$ cat config.mk
export PLATFORM = sky130hd
export DESIGN_NAME = alu_entry_ctrl
export DESIGN_NICKNAME = d
export VERILOG_FILES = /design/src/rtl/alu_pkg.sv /design/src/rtl/alu_entry_ctrl_key_edge.sv /design/src/rtl/alu_entry_ctrl.sv
export SDC_FILE = /design/constraint.sdc
export NUM_CORES = 1
export LEC_CHECK = 0
export CAP_MARGIN = 20
export CORE_MARGIN = 5
export CORE_UTILIZATION = 55
export DETAILED_ROUTE_END_ITERATION = 7
export GPL_TIMING_DRIVEN = 0
export PLACE_DENSITY = 0.83
export SETUP_SLACK_MARGIN = 0.4
export SLEW_MARGIN = 10
export SYNTH_ARGS = -nofsm -noshare
export SYNTH_HDL_FRONTEND = slang
export SYNTH_SLANG_ARGS = --single-unit
export TNS_END_PERCENT = 10
$ cat constraint.sdc
create_clock -name clk -period 2.4 [get_ports clk]
set_input_delay 0.48 -clock clk [delete_from_list [all_inputs] [get_ports clk]]
set_output_delay 0.48 -clock clk [all_outputs]
set_load 0.005 [all_outputs]
$ cat src/rtl/alu_pkg.sv
// Shared phase encoding, key classes and register-file slot numbers
// for the calculator keypad entry sequencer.
package alu_pkg;

  typedef enum logic [1:0] {
    OP_A   = 2'd0,
    OP_SEL = 2'd1,
    OP_B   = 2'd2,
    RESULT = 2'd3
  } phase_t;

  localparam logic [3:0] KEY_CLR   = 4'hE;
  localparam logic [3:0] OPC_MIN   = 4'hA;
  localparam logic [3:0] OPC_MAX   = 4'hD;
  localparam logic [3:0] DIGIT_MAX = 4'd9;

  localparam logic [1:0] ADDR_A  = 2'd0;
  localparam logic [1:0] ADDR_OP = 2'd1;
  localparam logic [1:0] ADDR_B  = 2'd2;

  function automatic logic is_digit(input logic [3:0] k);
    return (k <= DIGIT_MAX);
  endfunction

  function automatic logic is_opcode(input logic [3:0] k);
    return (k >= OPC_MIN) && (k <= OPC_MAX);
  endfunction

endpackage

$ cat src/rtl/alu_entry_ctrl_key_edge.sv
// Keypad capture: latches the code while a key is held and flags the
// release edge, which is the single acceptance point of each press.
module key_edge (
  input  logic       clk,
  input  logic       reset,
  input  logic       released,
  input  logic [3:0] key,
  output logic       accept,
  output logic [3:0] code
);

  logic [3:0] key_q;
  logic       rel_q;

  // rel_q resets high so a key already up at reset never looks like a release
  always_ff @(posedge clk) begin
    if (reset) begin
      key_q <= 4'd0;
      rel_q <= 1'b1;
    end else begin
      rel_q <= released;
      if (!released) begin
        key_q <= key;
      end
    end
  end

  assign accept = ~rel_q & released;
  assign code   = key_q;

endmodule

$ cat src/rtl/alu_entry_ctrl.sv
// Entry sequencer for the 4-bit calculator: A, operation, B, result,
// with key validation, a clear key and an inactivity auto-clear.
module alu_entry_ctrl
  import alu_pkg::*;
#(
  parameter int TIMEOUT_CYCLES = 50_000_000,
  parameter int TMR_W          = 26
) (
  input  logic       clk,
  input  logic       reset,
  input  logic       released,
  input  logic [3:0] key,
  output logic       wr_en,
  output logic [1:0] wr_addr,
  output logic [3:0] wr_data,
  output logic       clr,
  output logic       calc_en,
  output logic [1:0] phase,
  output logic       ready,
  output logic       err
);

  localparam logic [TMR_W-1:0] TMR_LAST = TMR_W'(TIMEOUT_CYCLES - 1);

  logic             accept;
  logic [3:0]       code;
  phase_t           phase_q, phase_d;
  logic [TMR_W-1:0] cnt_q, cnt_d;
  logic             wr_en_q, wr_en_d;
  logic             clr_q, clr_d;
  logic             err_q, err_d;
  logic [1:0]       wr_addr_q, wr_addr_d;
  logic [3:0]       wr_data_q, wr_data_d;
  logic             timing;
  logic             timeout;

  key_edge u_key_edge (
    .clk      (clk),
    .reset    (reset),
    .released (released),
    .key      (key),
    .accept   (accept),
    .code     (code)
  );

  // Next state, strobes and timeout; an accepted key always beats the timeout
  always_comb begin
    phase_d   = phase_q;
    wr_en_d   = 1'b0;
    clr_d     = 1'b0;
    err_d     = 1'b0;
    wr_addr_d = wr_addr_q;
    wr_data_d = wr_data_q;
    timing    = (phase_q == OP_SEL) || (phase_q == OP_B);
    timeout   = timing && (cnt_q == TMR_LAST);

    if (accept || !timing || timeout) begin
      cnt_d = '0;
    end else begin
      cnt_d = cnt_q + TMR_W'(1);
    end

    if (accept) begin
      if (code == KEY_CLR) begin
        clr_d   = 1'b1;
        phase_d = OP_A;
      end else begin
        case (phase_q)
          OP_A: begin
            if (is_digit(code)) begin
              wr_en_d = 1'b1; wr_addr_d = ADDR_A; wr_data_d = code; phase_d = OP_SEL;
            end else begin
              err_d = 1'b1;
            end
          end
          OP_SEL: begin
            if (is_opcode(code)) begin
              wr_en_d = 1'b1; wr_addr_d = ADDR_OP; wr_data_d = code; phase_d = OP_B;
            end else begin
              err_d = 1'b1;
            end
          end
          OP_B: begin
            if (is_digit(code)) begin
              wr_en_d = 1'b1; wr_addr_d = ADDR_B; wr_data_d = code; phase_d = RESULT;
            end else begin
              err_d = 1'b1;
            end
          end
          RESULT: begin
            // new digit starts a fresh calculation; the register file clears before writing
            if (is_digit(code)) begin
              clr_d = 1'b1; wr_en_d = 1'b1; wr_addr_d = ADDR_A; wr_data_d = code; phase_d = OP_SEL;
            end else begin
              err_d = 1'b1;
            end
          end
          default: begin
            err_d   = 1'b1;
            phase_d = OP_A;
          end
        endcase
      end
    end else if (timeout) begin
      clr_d   = 1'b1;
      phase_d = OP_A;
    end else begin
      phase_d = phase_q;
    end
  end

  // State, counter and registered outputs
  always_ff @(posedge clk) begin
    if (reset) begin
      phase_q   <= OP_A;
      cnt_q     <= '0;
      wr_en_q   <= 1'b0;
      clr_q     <= 1'b0;
      err_q     <= 1'b0;
      wr_addr_q <= 2'd0;
      wr_data_q <= 4'd0;
    end else begin
      phase_q   <= phase_d;
      cnt_q     <= cnt_d;
      wr_en_q   <= wr_en_d;
      clr_q     <= clr_d;
      err_q     <= err_d;
      wr_addr_q <= wr_addr_d;
      wr_data_q <= wr_data_d;
    end
  end

  assign wr_en   = wr_en_q;
  assign clr     = clr_q;
  assign err     = err_q;
  assign wr_addr = wr_addr_q;
  assign wr_data = wr_data_q;
  assign phase   = phase_q;
  assign calc_en = (phase_q == RESULT);
  assign ready   = released & ((phase_q == OP_A) | (phase_q == RESULT));

endmodule
==> results.md <==
- Post-Syn Area: 2130 um^2
- Dpl ws: 0.215 ns
- Complex-gate fraction of the synthesized area: 0.181
- Mux share of post-synthesis cell area: 0.0235
- H-Tree Depth: 2
- Cell Rows: 22
- Syn. warnings: 0
- Sw power: 0.314 mW
- Net Sw Frac: 0.247
- Arr. time, crit path: 1.50 ns
- Internal power: 0.958 mW
- XOR/XNOR Fraction of Synth Area: 0.0535
- Global-route wire length before repair: 8060 um
- RSZ-0062 raised after global routing: yes
- VDD IR max: 0.375 mV
- CTS tree: built
- Kind of critical path: reg2out
- CP max stage delay: 0.51 ns
- Min Tclk post-route: 1.98 ns
- Largest net degree at the start of global routing: 14
- GP Congestion: 0.884
- CTS Buf Count: 5
- Fillers: 290
- Die X: 72.2 um
- Seq/Total Area, Yosys: 0.395
- FMAX: 506 MHz
- Initial antenna violation count: 0
- Final #Nets: 268
- Critical path fanouts, max: 6
- Maxcap violations: 0
- Startpoint types: flop
- CP required: 1.92 ns
- Critical path cell sequence: buf_4, ha_1, clkdlybuf4s50_1
- P_leak: 0.823 nW
- Post-DRT Antenna Nets: 0
- Hold Crit Class: reg2reg
- Vias in the first global route: 1745
- Sequential group share of total power: 0.562
- P&R area growth vs syn: 18.3%
- Post-Synth Adder-Cell Area: 0.0294
- Total grt overflow: 0
- Clock Tree Root: clkbuf_8
- Final worst setup slack: 0.423 ns
- Sink Count: 42
- Ranking of synthesized cells by area: dfxtp_1, o31ai_1, or4_1
- Clock Skews: 0.0127 ns
- Pre-antenna DRT Iters: 4
- Clk Latency, worst-skew pair: 0.30 ns
- Simple-Gate Fraction of Synth Area: 0.257
- Max-slew headroom: 0.656
- Main combinational cell family by area after synthesis: simple AND/OR/NAND/NOR gates
- Post-synth top cells: dfxtp_1, nor3_1, nand3_1, o31ai_1, or4_1
- Pwr Density: 505 nW/um^2
- Async SR Flop Fraction: 0
- Die ar.: 5210 um^2
- Synth cell types: 50
- Mean Syn Cell Area: 9.33 um^2
- Post-Route WL: 4970 um
- Yosys top cell by area: dfxtp_1
- Fin Setup TNS: 0 ns
- FF+latch count, synth: 42
- Worst-margin pin slew: 0.516 ns
- Top FF cell, synth: dfxtp_1
- Clock network fraction of design power: 0.356
- Critical Path Sink Type: output pin
- Final setup vio count: 0
- Final slew viol count: 0
- Drt first-iter violations: 176
- Most frequent cell after synthesis: dfxtp_1
- Remaining DRCs: 0
- Final period utilization: 0.824
- Chip Height: 72.2 um
- Power share of the combinational group: 0.082
- Flop2flop setup slack: 0.45 ns
- Clock transition at path regs: 0.08 ns
- CTS Buffer Depth: 2
- Initial Util: 0.573
- Status: complete, no violations
- Synthesized instance count: 228
- Number of enable flip-flop cells after synthesis: 0
- Core area: 3720 um^2
- Total power: 1.27 mW
- GRT Overall Usage: 0.195
- Routed WL per cell: 16.3 um
- Worst path buffer plus inverter count: 2
- Cts hold-fix bufs: 0
- Vias per std cell: 6.19
- Cell family with most CP delay: buffers and inverters
- Fin. Hold Viols: 0
- Share of layout cells above drive strength 1: 0.156
- I/O pin count: 20
- Non-filler cells, final: 305
- Final HPWL DP: 3310 um
- Slowest stage cell, crit path: clkdlybuf4s50_1
- Share of the synthesized area in the top cell type: 0.395
- Via count: 1888
- Inst Count DP: 294
- I/O Buffers: 18
- Syn_nets: 240
- ANT cells: 0
state kept, by name (all words and copies together) (netlist names), 2 cells and up:
| signal | cells |
|---|---|
| phase | 2 |
| cnt_q | 26 |
| wr_addr | 2 |
| wr_data | 4 |
| u_key_edge.code | 4 |
per-layer routing:
metal / share of wire / vias to the layer above / GRT usage / wire [um]
met5: 0 / - / 0 / 0
met3: 0.040 / 11 / 0.0332 / 199
met4: 0.020 / 0 / 0.0814 / 101
met2: 0.49 / 40 / 0.309 / 2420
met1: 0.45 / 913 / 0.260 / 2260
li1: - / 924 / - / -
worst min-delay path, cell delays in order (launching register included):
cell and delay (ns):
dfxtp_1 0.31, o21ai_0 0.06, a21oi_1 0.06
stage by stage:
step                      cell area (um^2)  utilization  hold WS [ns]
after global placement                2370        0.638         0.463
after CTS                             2480        0.668         0.480
after detailed placement              2370        0.638         0.467
after global routing                  2520        0.677         0.500
after floorplan                       2130            -         0.449
final                                 2520        0.677         0.480
worst paths after layout:
| path | from | to | depth (start not counted) |
|---|---|---|---|
| setup reg to reg | phase[0]$_SDFFE_PP0P_ | phase[0]$_SDFFE_PP0P_ | 8 |
| setup / recovery | phase[0]$_SDFFE_PP0P_ | calc_en | 3 |
| hold reg to reg | wr_data[0]$_SDFFE_PP0P_ | wr_data[0]$_SDFFE_PP0P_ | 2 |
| hold / removal | wr_data[0]$_SDFFE_PP0P_ | wr_data[0]$_SDFFE_PP0P_ | 2 |
cell usage in the layout (no fill, tap or decap), types with 2 or more instances in the layout:
| master | Yosys | final |
|---|---|---|
| dfxtp_1 | 42 | 40 |
| clkdlybuf4s50_1 | 0 | 17 |
| nor3_1 | 16 | 16 |
| nand3_1 | 15 | 15 |
| o31ai_1 | 13 | 13 |
| or4_1 | 11 | 11 |
| nand2_1 | 10 | 10 |
| a211oi_1 | 9 | 9 |
| inv_1 | 8 | 8 |
| xor2_1 | 8 | 8 |
| a21oi_1 | 7 | 7 |
| nand4_1 | 7 | 7 |
| clkbuf_1 | 5 | 6 |
| nor2_1 | 6 | 6 |
| buf_4 | 2 | 6 |
| mux2i_1 | 5 | 5 |
| and3_1 | 5 | 5 |
| o21ai_0 | 5 | 5 |
| xnor2_1 | 5 | 5 |
| clkbuf_8 | 0 | 5 |
| buf_6 | 4 | 4 |
| a211oi_2 | 4 | 4 |
| ha_1 | 5 | 4 |
| and4_1 | 3 | 3 |
| o311a_1 | 2 | 2 |
| nor4_1 | 2 | 2 |
| or2_2 | 2 | 2 |
logic make-up after synthesis:
group	after synthesis
simple gates	90
compound gates	50
flops	42
buf+inv	23
xor+xnor	13
mux	5
fa+ha+maj	5
what timing repair did:
| item | in CTS | in global routing |
|---|---|---|
| endpoints found under the setup margin | 21 | 21 |
| buffers inserted | 1 | 2 |
| gates resized for setup | 5 | 4 |
| pin swaps | 0 | 1 |
power by group through the flow:
stage                     clock (mW)  combinational (mW)  sequential [mW]
after detailed placement           0              0.0929            0.732
after global routing           0.490               0.113            0.716
after floorplan                    0              0.0561            0.731
final                          0.453               0.104            0.714
after CTS                      0.461              0.0974            0.714
after global placement             0              0.0912            0.732
area by class of cell:
| class | count | area, um^2 | share of cell area |
|---|---|---|---|
| well taps | 48 | 60.1 | 0.0239 |
| repair buffers | 21 | 201 | 0.0800 |
| inverters | 8 | 30.0 | 0.0119 |
| flip-flops and latches | 42 | 846 | 0.336 |
| plain buffers | 15 | 104 | 0.0413 |
| clock buffers | 6 | 72.6 | 0.0288 |
| clock inverters | 2 | 13.8 | 0.00547 |
| multi-input cells | 163 | 1190 | 0.473 |
Note: power is estimated with default switching activity, not from simulation.
